## src/rtl/ifetch_pkg.sv

```systemverilog
// ifetch_pkg: shared fetch-state encoding and constants for the byte-serial instruction fetch stage.
package ifetch_pkg;
    typedef enum logic [2:0] {FETCH0, FETCH1, FETCH2, FETCH3, PRESENT} fetch_state_e;
    localparam int          BYTES_PER_INSTR = 4;
    localparam logic [31:0] PC_STEP         = 32'd4;
    localparam logic [31:0] NOP_WORD        = 32'h0000_0000;
endpackage

```

## src/rtl/ifetch_pc_npc_regs.sv

```systemverilog
// ifetch_pc_npc_regs: PC/nPC delay-slot pair with pending-redirect capture.
// Optional IFETCH_MISALIGN_TRAP_EN adds a sticky misaligned-target flag.
module ifetch_pc_npc_regs
    import ifetch_pkg::*;
#(
    parameter logic [31:0] RESET_PC = 32'h0000_0000
) (
    input  logic        clk,
    input  logic        reset,
    input  logic        advance,
    input  logic        redirect,
    input  logic [31:0] redirect_target,
    output logic [31:0] pc_out,
    output logic [31:0] npc_out
`ifdef IFETCH_MISALIGN_TRAP_EN
    ,
    output logic        misalign_err
`endif
);
    logic [31:0] pc_q, pc_d, npc_q, npc_d, tgt_q, tgt_d, aligned;
    logic        pend_q, pend_d;

    assign aligned = redirect_target & ~32'h3;

    // A redirect on the advance edge bypasses the pending latch entirely.
    always_comb begin
        pc_d   = advance ? npc_q : pc_q;
        npc_d  = !advance ? npc_q : redirect ? aligned : pend_q ? tgt_q : npc_q + PC_STEP;
        pend_d = !advance && (redirect || pend_q);
        tgt_d  = (!advance && redirect) ? aligned : tgt_q;
    end

    always_ff @(posedge clk or negedge reset) begin
        if (!reset) begin
            pc_q   <= RESET_PC;
            npc_q  <= RESET_PC + PC_STEP;
            tgt_q  <= '0;
            pend_q <= 1'b0;
        end else begin
            pc_q   <= pc_d;
            npc_q  <= npc_d;
            tgt_q  <= tgt_d;
            pend_q <= pend_d;
        end
    end

    assign pc_out  = pc_q;
    assign npc_out = npc_q;

`ifdef IFETCH_MISALIGN_TRAP_EN
    logic mis_q, mis_d;
    assign mis_d = mis_q || (redirect && redirect_target[1:0] != 2'b00);
    always_ff @(posedge clk or negedge reset) begin
        if (!reset) mis_q <= 1'b0;
        else        mis_q <= mis_d;
    end
    assign misalign_err = mis_q;
`endif
endmodule

```

## src/rtl/ifetch_byte_sequencer.sv

```systemverilog
// ifetch_byte_sequencer: reads one big-endian instruction over 4 byte cycles and presents it to IF/ID.
// Optional IFETCH_MISALIGN_TRAP_EN exposes misalign_err.
module ifetch_byte_sequencer
    import ifetch_pkg::*;
#(
    parameter int          ADDR_W   = 9,
    parameter logic [31:0] RESET_PC = 32'h0000_0000
) (
    input  logic              clk,
    input  logic              reset,
    input  logic              stall,
    input  logic              redirect,
    input  logic [31:0]       redirect_target,
    output logic [ADDR_W-1:0] mem_addr,
    input  logic [7:0]        mem_rdata,
    output logic [31:0]       instr_out,
    output logic              instr_valid,
    output logic [31:0]       pc_out,
    output logic [31:0]       npc_out
`ifdef IFETCH_MISALIGN_TRAP_EN
    ,
    output logic              misalign_err
`endif
);
    fetch_state_e state_q, state_d;
    logic [31:0]  instr_q, instr_d;
    logic         valid_q, valid_d, advance;
    logic [1:0]   lane;

    assign advance = state_q == PRESENT && !stall;
    assign lane    = 2'(BYTES_PER_INSTR - 1) - state_q[1:0];

    always_comb begin
        instr_d = instr_q;
        if (state_q != PRESENT) instr_d[{lane, 3'b000} +: 8] = mem_rdata;
        state_d = state_q == PRESENT ? (stall ? PRESENT : FETCH0) :
                  state_q == FETCH3  ? PRESENT : fetch_state_e'(state_q + 3'd1);
        valid_d = state_q == FETCH3 || (state_q == PRESENT && stall);
    end

    always_ff @(posedge clk or negedge reset) begin
        if (!reset) begin
            state_q <= FETCH0;
            instr_q <= NOP_WORD;
            valid_q <= 1'b0;
        end else begin
            state_q <= state_d;
            instr_q <= instr_d;
            valid_q <= valid_d;
        end
    end

    // Address depends only on registered state, so stall/redirect never reach memory combinationally.
    assign mem_addr    = pc_out[ADDR_W-1:0] + (state_q == PRESENT ? '0 : ADDR_W'(state_q[1:0]));
    assign instr_out   = instr_q;
    assign instr_valid = valid_q;

    ifetch_pc_npc_regs #(.RESET_PC(RESET_PC)) u_regs (
        .clk             (clk),
        .reset           (reset),
        .advance         (advance),
        .redirect        (redirect),
        .redirect_target (redirect_target),
        .pc_out          (pc_out),
        .npc_out         (npc_out)
`ifdef IFETCH_MISALIGN_TRAP_EN
        ,
        .misalign_err    (misalign_err)
`endif
    );
endmodule
```

## config.mk

```make
export PLATFORM = sky130hd
export DESIGN_NAME = ifetch_byte_sequencer
export DESIGN_NICKNAME = d
export VERILOG_FILES = /design/src/rtl/ifetch_pkg.sv /design/src/rtl/ifetch_pc_npc_regs.sv /design/src/rtl/ifetch_byte_sequencer.sv
export SDC_FILE = /design/constraint.sdc
export NUM_CORES = 1
export LEC_CHECK = 0
export CORE_MARGIN = 10
export CORE_UTILIZATION = 54
export CTS_CLUSTER_DIAMETER = 80
export CTS_CLUSTER_SIZE = 25
export DETAILED_ROUTE_END_ITERATION = 8
export GPL_ROUTABILITY_DRIVEN = 0
export PLACE_DENSITY = 0.86
export SLEW_MARGIN = 30
export SYNTH_ARGS = -nofsm -noshare
export SYNTH_HDL_FRONTEND = slang
export SYNTH_HIERARCHICAL = 1
export SYNTH_SLANG_ARGS = --single-unit
export TNS_END_PERCENT = 10
```

## constraint.sdc

```tcl
create_clock -name clk -period 6.3 [get_ports clk]
set_input_delay 1.26 -clock clk [delete_from_list [all_inputs] [get_ports clk]]
set_output_delay 1.26 -clock clk [all_outputs]
set_load 0.005 [all_outputs]
```

# After elaboration in Yosys (flattened, before gate mapping)
# Cells that the tools add are included.
dict set report totals {
  inputBits 44
  wordCells 32
  output_inout_bits 106
  register_bits 131
}
dict set report classes {
  eq_ne 3
  mux 7
  n_reduce_logical 8
  add_sub_neg 5
  n_shift 2
}
# op n
set ops {}
lappend ops {{2-to-1 mux 32 bit} 2}
lappend ops {{adder 32 x 3 -> 32 bit, second input constant} 1}
lappend ops {{bitwise mux 32 bit} 1}
lappend ops {{variable shift 8 x 7 -> 32 bit, first input constant} 1}
lappend ops {{variable part select 8 x 7 -> 32 bit} 1}
lappend ops {{adder 9 x 2 -> 9 bit} 1}
lappend ops {{2-to-1 mux 3 bit} 3}
lappend ops {{negator 5 -> 7 bit} 1}
lappend ops {{logical AND 1 bit} 4}
lappend ops {{adder 3 x 1 -> 3 bit, second input constant} 1}
lappend ops {{== test 3 x 2 -> 1 bit, second input constant} 1}
lappend ops {{== test 3 bit, second input constant} 1}
lappend ops {{inequality test 3 bit, second input constant} 1}
lappend ops {{zero test 1 bit} 2}
lappend ops {{logical OR 1 bit} 2}
lappend ops {{2-to-1 mux 2 bit} 1}
lappend ops {{subtractor 2 bit, first input constant} 1}

# Logic depth before layout (Yosys ltp)
dict set report logic_depth {
  word_depth 4
  ltp_mapped 10
  depth_no_buf 9
}

# Modules after synthesis
# The synthesis kept the hierarchy.
# mod instances area_per_inst_um2 cells_each seq_area_each_um2
set modules_own_cells {}
lappend modules_own_cells {ifetch_pc_npc_regs 1 4573.1 418 2278.4}
lappend modules_own_cells {ifetch_byte_sequencer 1 1677.9 168 900.9}

# Least setup slack after synthesis
# OpenSTA, ideal clock, no wires.
dict set report synth_path {
  kind {reg-to-output}
  from {register state_q[0]}
  to {output mem_addr[1]}
  path_stages_with_launch 7
  path_slack_ns 3.510
  arrival_time_ns 1.530
  n_path_buf 0
  required_ns 5.040
  cell_sequence {dfrtp_1 inv_1 ha_1 nand2_1 nand2_1 fa_1 inv_1}
}
dict set report synth_via {
  elab_chain_len 3
}
# element line
set synth_rtl {}
lappend synth_rtl {{from (decl)} ifetch_byte_sequencer.sv:25} ;# fetch_state_e state_q, state_d;
lappend synth_rtl {{from (signal assigned)} ifetch_byte_sequencer.sv:47} ;# state_q <= state_d;
lappend synth_rtl {{== test 3 bit} ifetch_byte_sequencer.sv:54} ;# assign mem_addr = pc_out[ADDR_W-1:0] + (state_q == PRESENT ? '0 : ADDR_W'(state_q[1:0]));
lappend synth_rtl {{2-to-1 mux 2 bit (*)} ifetch_byte_sequencer.sv:54}
lappend synth_rtl {{adder 9 x 2 -> 9 bit (*)} ifetch_byte_sequencer.sv:54}
lappend synth_rtl {{to (decl)} ifetch_byte_sequencer.sv:14} ;# output logic [ADDR_W-1:0] mem_addr,
# Every way passes the cells marked *; elsewhere a longest branch is shown, timed or not.

# Final worst setup path
# Ends and elaborated chain as after synthesis.

==> impl_metrics.json <==
{
  "ant_nets": 0,
  "drv_slew": 0,
  "finalClockSkew_ns": 0.008910,
  "power-per-cell-area_mw_per_mm2": 496.9,
  "worstPathRequired_ns": 5.04,
  "synth_edf_count": 0,
  "netlist.area_leader.share_pct": 50.44,
  "finalSetupViolCount": 0,
  "reg2reg_to": "u_regs/npc_out[18]",
  "diodes": 0,
  "outcome": "complete, no violations",
  "synthFlopType": "dfrtp_1",
  "clock-root-buffer": "clkbuf_16",
  "synth_area_leaders": "dfrtp_1 (50%), mux2_2 (8.5%), nand2_1 (4.0%), inv_1 (2.3%), mux2_1 (2.3%)",
  "first_pass_iters": 5,
  "setup_tns_ns": 0,
  "die_y_um": 127.6,
  "h-tree-depth": 4,
  "critPathMaxFanout": 8,
  "reg2reg_slack_ns": 3.19,
  "power.internal_uw": 2792,
  "min_period_ns": 3.992,
  "max_freq_mhz": 250.5,
  "rows": 39,
  "grt_pass1_wl_um": 28520,
  "path_class": "flop to primary output",
  "wire_per_inst_um": 20.61,
  "clk_latency_ns": 0.42,
  "max-vdd-ir-drop_uv": 297.1,
  "post_cts_buffers": 0,
  "routed_via_density": 6.027,
  "synth_warnings": 6,
  "die_w_um": 127.6,
  "cts-hold-fix-buffers": 0,
  "grt_max_degree": 82,
  "timing.rr.start": "state_q[0]",
  "comb_power_share_pct": 37.6,
  "overflow": 0,
  "synth_top_area_cell": "dfrtp_1",
  "first_global_vias": 5397,
  "cts_tree": "yes",
  "dieArea_mm2": 0.01628,
  "pwr-share-seq_pct": 35.5,
  "max_cap_violations": 0,
  "ys_async_sr_fraction_pct": 100.0,
  "start_util_pct": 54.98,
  "stdcell_count": 873,
  "top_level_ports": 150,
  "start_kind": "flop",
  "ctsResizeCount": 0,
  "drive_gt1_share_pct": 13.84,
  "grt_use_total_pct": 21.62,
  "synth.cell_area_mm2": 0.006251,
  "hold_ws_ns": 0.4920,
  "crit_path_max_incr_delay_ns": 0.53,
  "final_core_util_pct": 73.97,
  "path_cells": "inv_1 > ha_1 > nand2_1 > nand2_1 > fa_1 > inv_1 > clkdlybuf4s50_1",
  "rsz0062_at_grt": "false",
  "coreArea_mm2": 0.01137,
  "io_buffers": 143,
  "p_leak_uw": 0.003504,
  "hold_class": "flop to flop",
  "netSwitchingPower_uw": 1388,
  "vias": 5262,
  "crit_path_end_kind": "primary output",
  "cp.arrival_ns": 2.73,
  "min_from": "u_regs/tgt_q[3]",
  "crit_slowest_cell": "dfrtp_1",
  "syn_avg_cell_area_um2": 10.67,
  "cts_made_buffers": 17,
  "max_slew_margin_pct": 44.05,
  "whs_path_depth": 1,
  "num-nets-final": 771,
  "drc": 0,
  "whs_endpoint": "u_regs/tgt_q[3]",
  "yosysSeqAreaShare_pct": 50.86,
  "cts_max_path_buffers": 2,
  "dpl.cell_count": 841,
  "tightest_slew_ns": 0.8274,
  "place_hpwl_um": 12200,
  "hold_viol": 0,
  "area_delta_synth_final_pct": 34.55,
  "antenna_found_initial": 0,
  "netlist_instances": 586,
  "p_clk_share_pct": 26.9,
  "fin_crit_sh_pct": 63.37,
  "synth.distinct_cells": 62,
  "cts.clk_slew.worst_paths_ns": 0.06,
  "wirelength_um": 17990,
  "cts_sinks": 127,
  "drt_iter0_drc": 588,
  "reg2reg_depth": 9,
  "p_sw_share_pct": 33.20,
  "ys_ff_latch": 127
}
logic make-up after synthesis:
family          after synthesis  synth area share [%]
simple gates                148                 12.73
compound gates              134                 13.97
flops                       127                 50.86
buf+inv                      79                 5.564
mux                          65                 11.61
xor+xnor                     22                 3.082
fa+ha+maj                    10                 2.122
other cells                   1               0.05999
worst max-delay path by stage:
| stage | startpoint | endpoint | cells past startpoint |
|---|---|---|---|
| global route | state_q[0] | mem_addr[1] | 7 |
| floorplan | state_q[0] | mem_addr[1] | 6 |
| detailed placement | redirect | u_regs/tgt_q[10] | 6 |
| CTS | state_q[0] | mem_addr[1] | 7 |
| global placement | redirect | u_regs/tgt_q[8] | 6 |
| finish | state_q[0] | mem_addr[1] | 7 |
synth_stat cells (all sizes together), types with 2 or more instances:
library cell  instances
a211oi                3
a21oi                25
a221oi                5
a22o                 10
a22oi                 3
a31oi                10
and3                  8
and4                  3
buf                  22
clkbuf               17
dfrtp               126
ha                    9
inv                  40
mux2                 60
mux2i                 5
nand2                67
nand2b                5
nand3                19
nand4                15
nor2                 20
nor3                  4
nor4                  3
o211ai                5
o21ai                35
o221ai                3
o22ai                21
o31ai                 2
xnor2                11
xor2                 11
state kept, by name (all words and copies together) (netlist names):
name / flops
u_regs/pc_out: 30
u_regs/npc_out: 30
u_regs/pend_q: 1
instr_valid: 1
u_regs/tgt_q: 30
state_q: 3
instr_out: 32
power groups by stage:
stage               Combinational, uW  Clock [uW]  Sequential [uW]
floorplan                         776           0             1390
global placement                 1500           0             1460
detailed placement               1560           0             1480
CTS                              1580        1130             1480
global route                     1700        1170             1530
finish                           1570        1120             1480
per-layer routing:
metal / part of all wire, % / GRT usage [%] / up-vias
met5: 0 / 0 / -
met4: 2.3 / 9.073 / 0
met3: 9.2 / 7.320 / 34
met2: 50 / 35.54 / 275
met1: 39 / 25.37 / 2612
li1: - / - / 2341
worst max-delay path: cells and delay by family, from the launching register on:
| family | cells | cell delay (ns) |
|---|---|---|
| adder cells (fa/ha/maj) | 2 | 0.77 |
| AND/OR/NAND/NOR | 2 | 0.28 |
| buffers and inverters | 3 | 0.73 |
| flip-flops | 1 | 0.53 |
stage by stage:
| step | setup slack [ns] | power [uW] | instance area [um2] |
|---|---|---|---|
| floorplan | 3.510 | 2170 | 6262 |
| global placement | 2.516 | 2951 | 7720 |
| detailed placement | 2.484 | 3039 | 7726 |
| CTS | 2.284 | 4192 | 8407 |
| global route | 2.160 | 4402 | 8411 |
| finish | 2.308 | 4179 | 8411 |
cell type report:
class | instances | area, um2
sequential | 127 | 3179
fill | 737 | 2959
multi-input combinational | 383 | 2751
timing repair buffer | 148 | 1470
clock buffer | 22 | 474.2
clock inverter | 10 | 206.4
tap | 143 | 178.9
inverter | 40 | 150.1
placed cells by master, fill, tap and decap left out, drive strengths merged, types with 4 or more instances in the layout:
master         count
clkdlybuf4s50    142
ha                 9
a221oi             5
buf                6
conb               4
inv               40
nor2              20
o21ai             35
nand2             67
nand2b             5
and3               8
dfrtp            126
clkbuf            22
nor3               4
mux2              60
o211ai             5
xnor2             11
a21oi             25
o22ai             21
nand4             15
a31oi             10
mux2i              5
xor2              11
bufinv             6
nand3             19
a22o              10
Note: power is estimated with default switching activity, not from simulation.
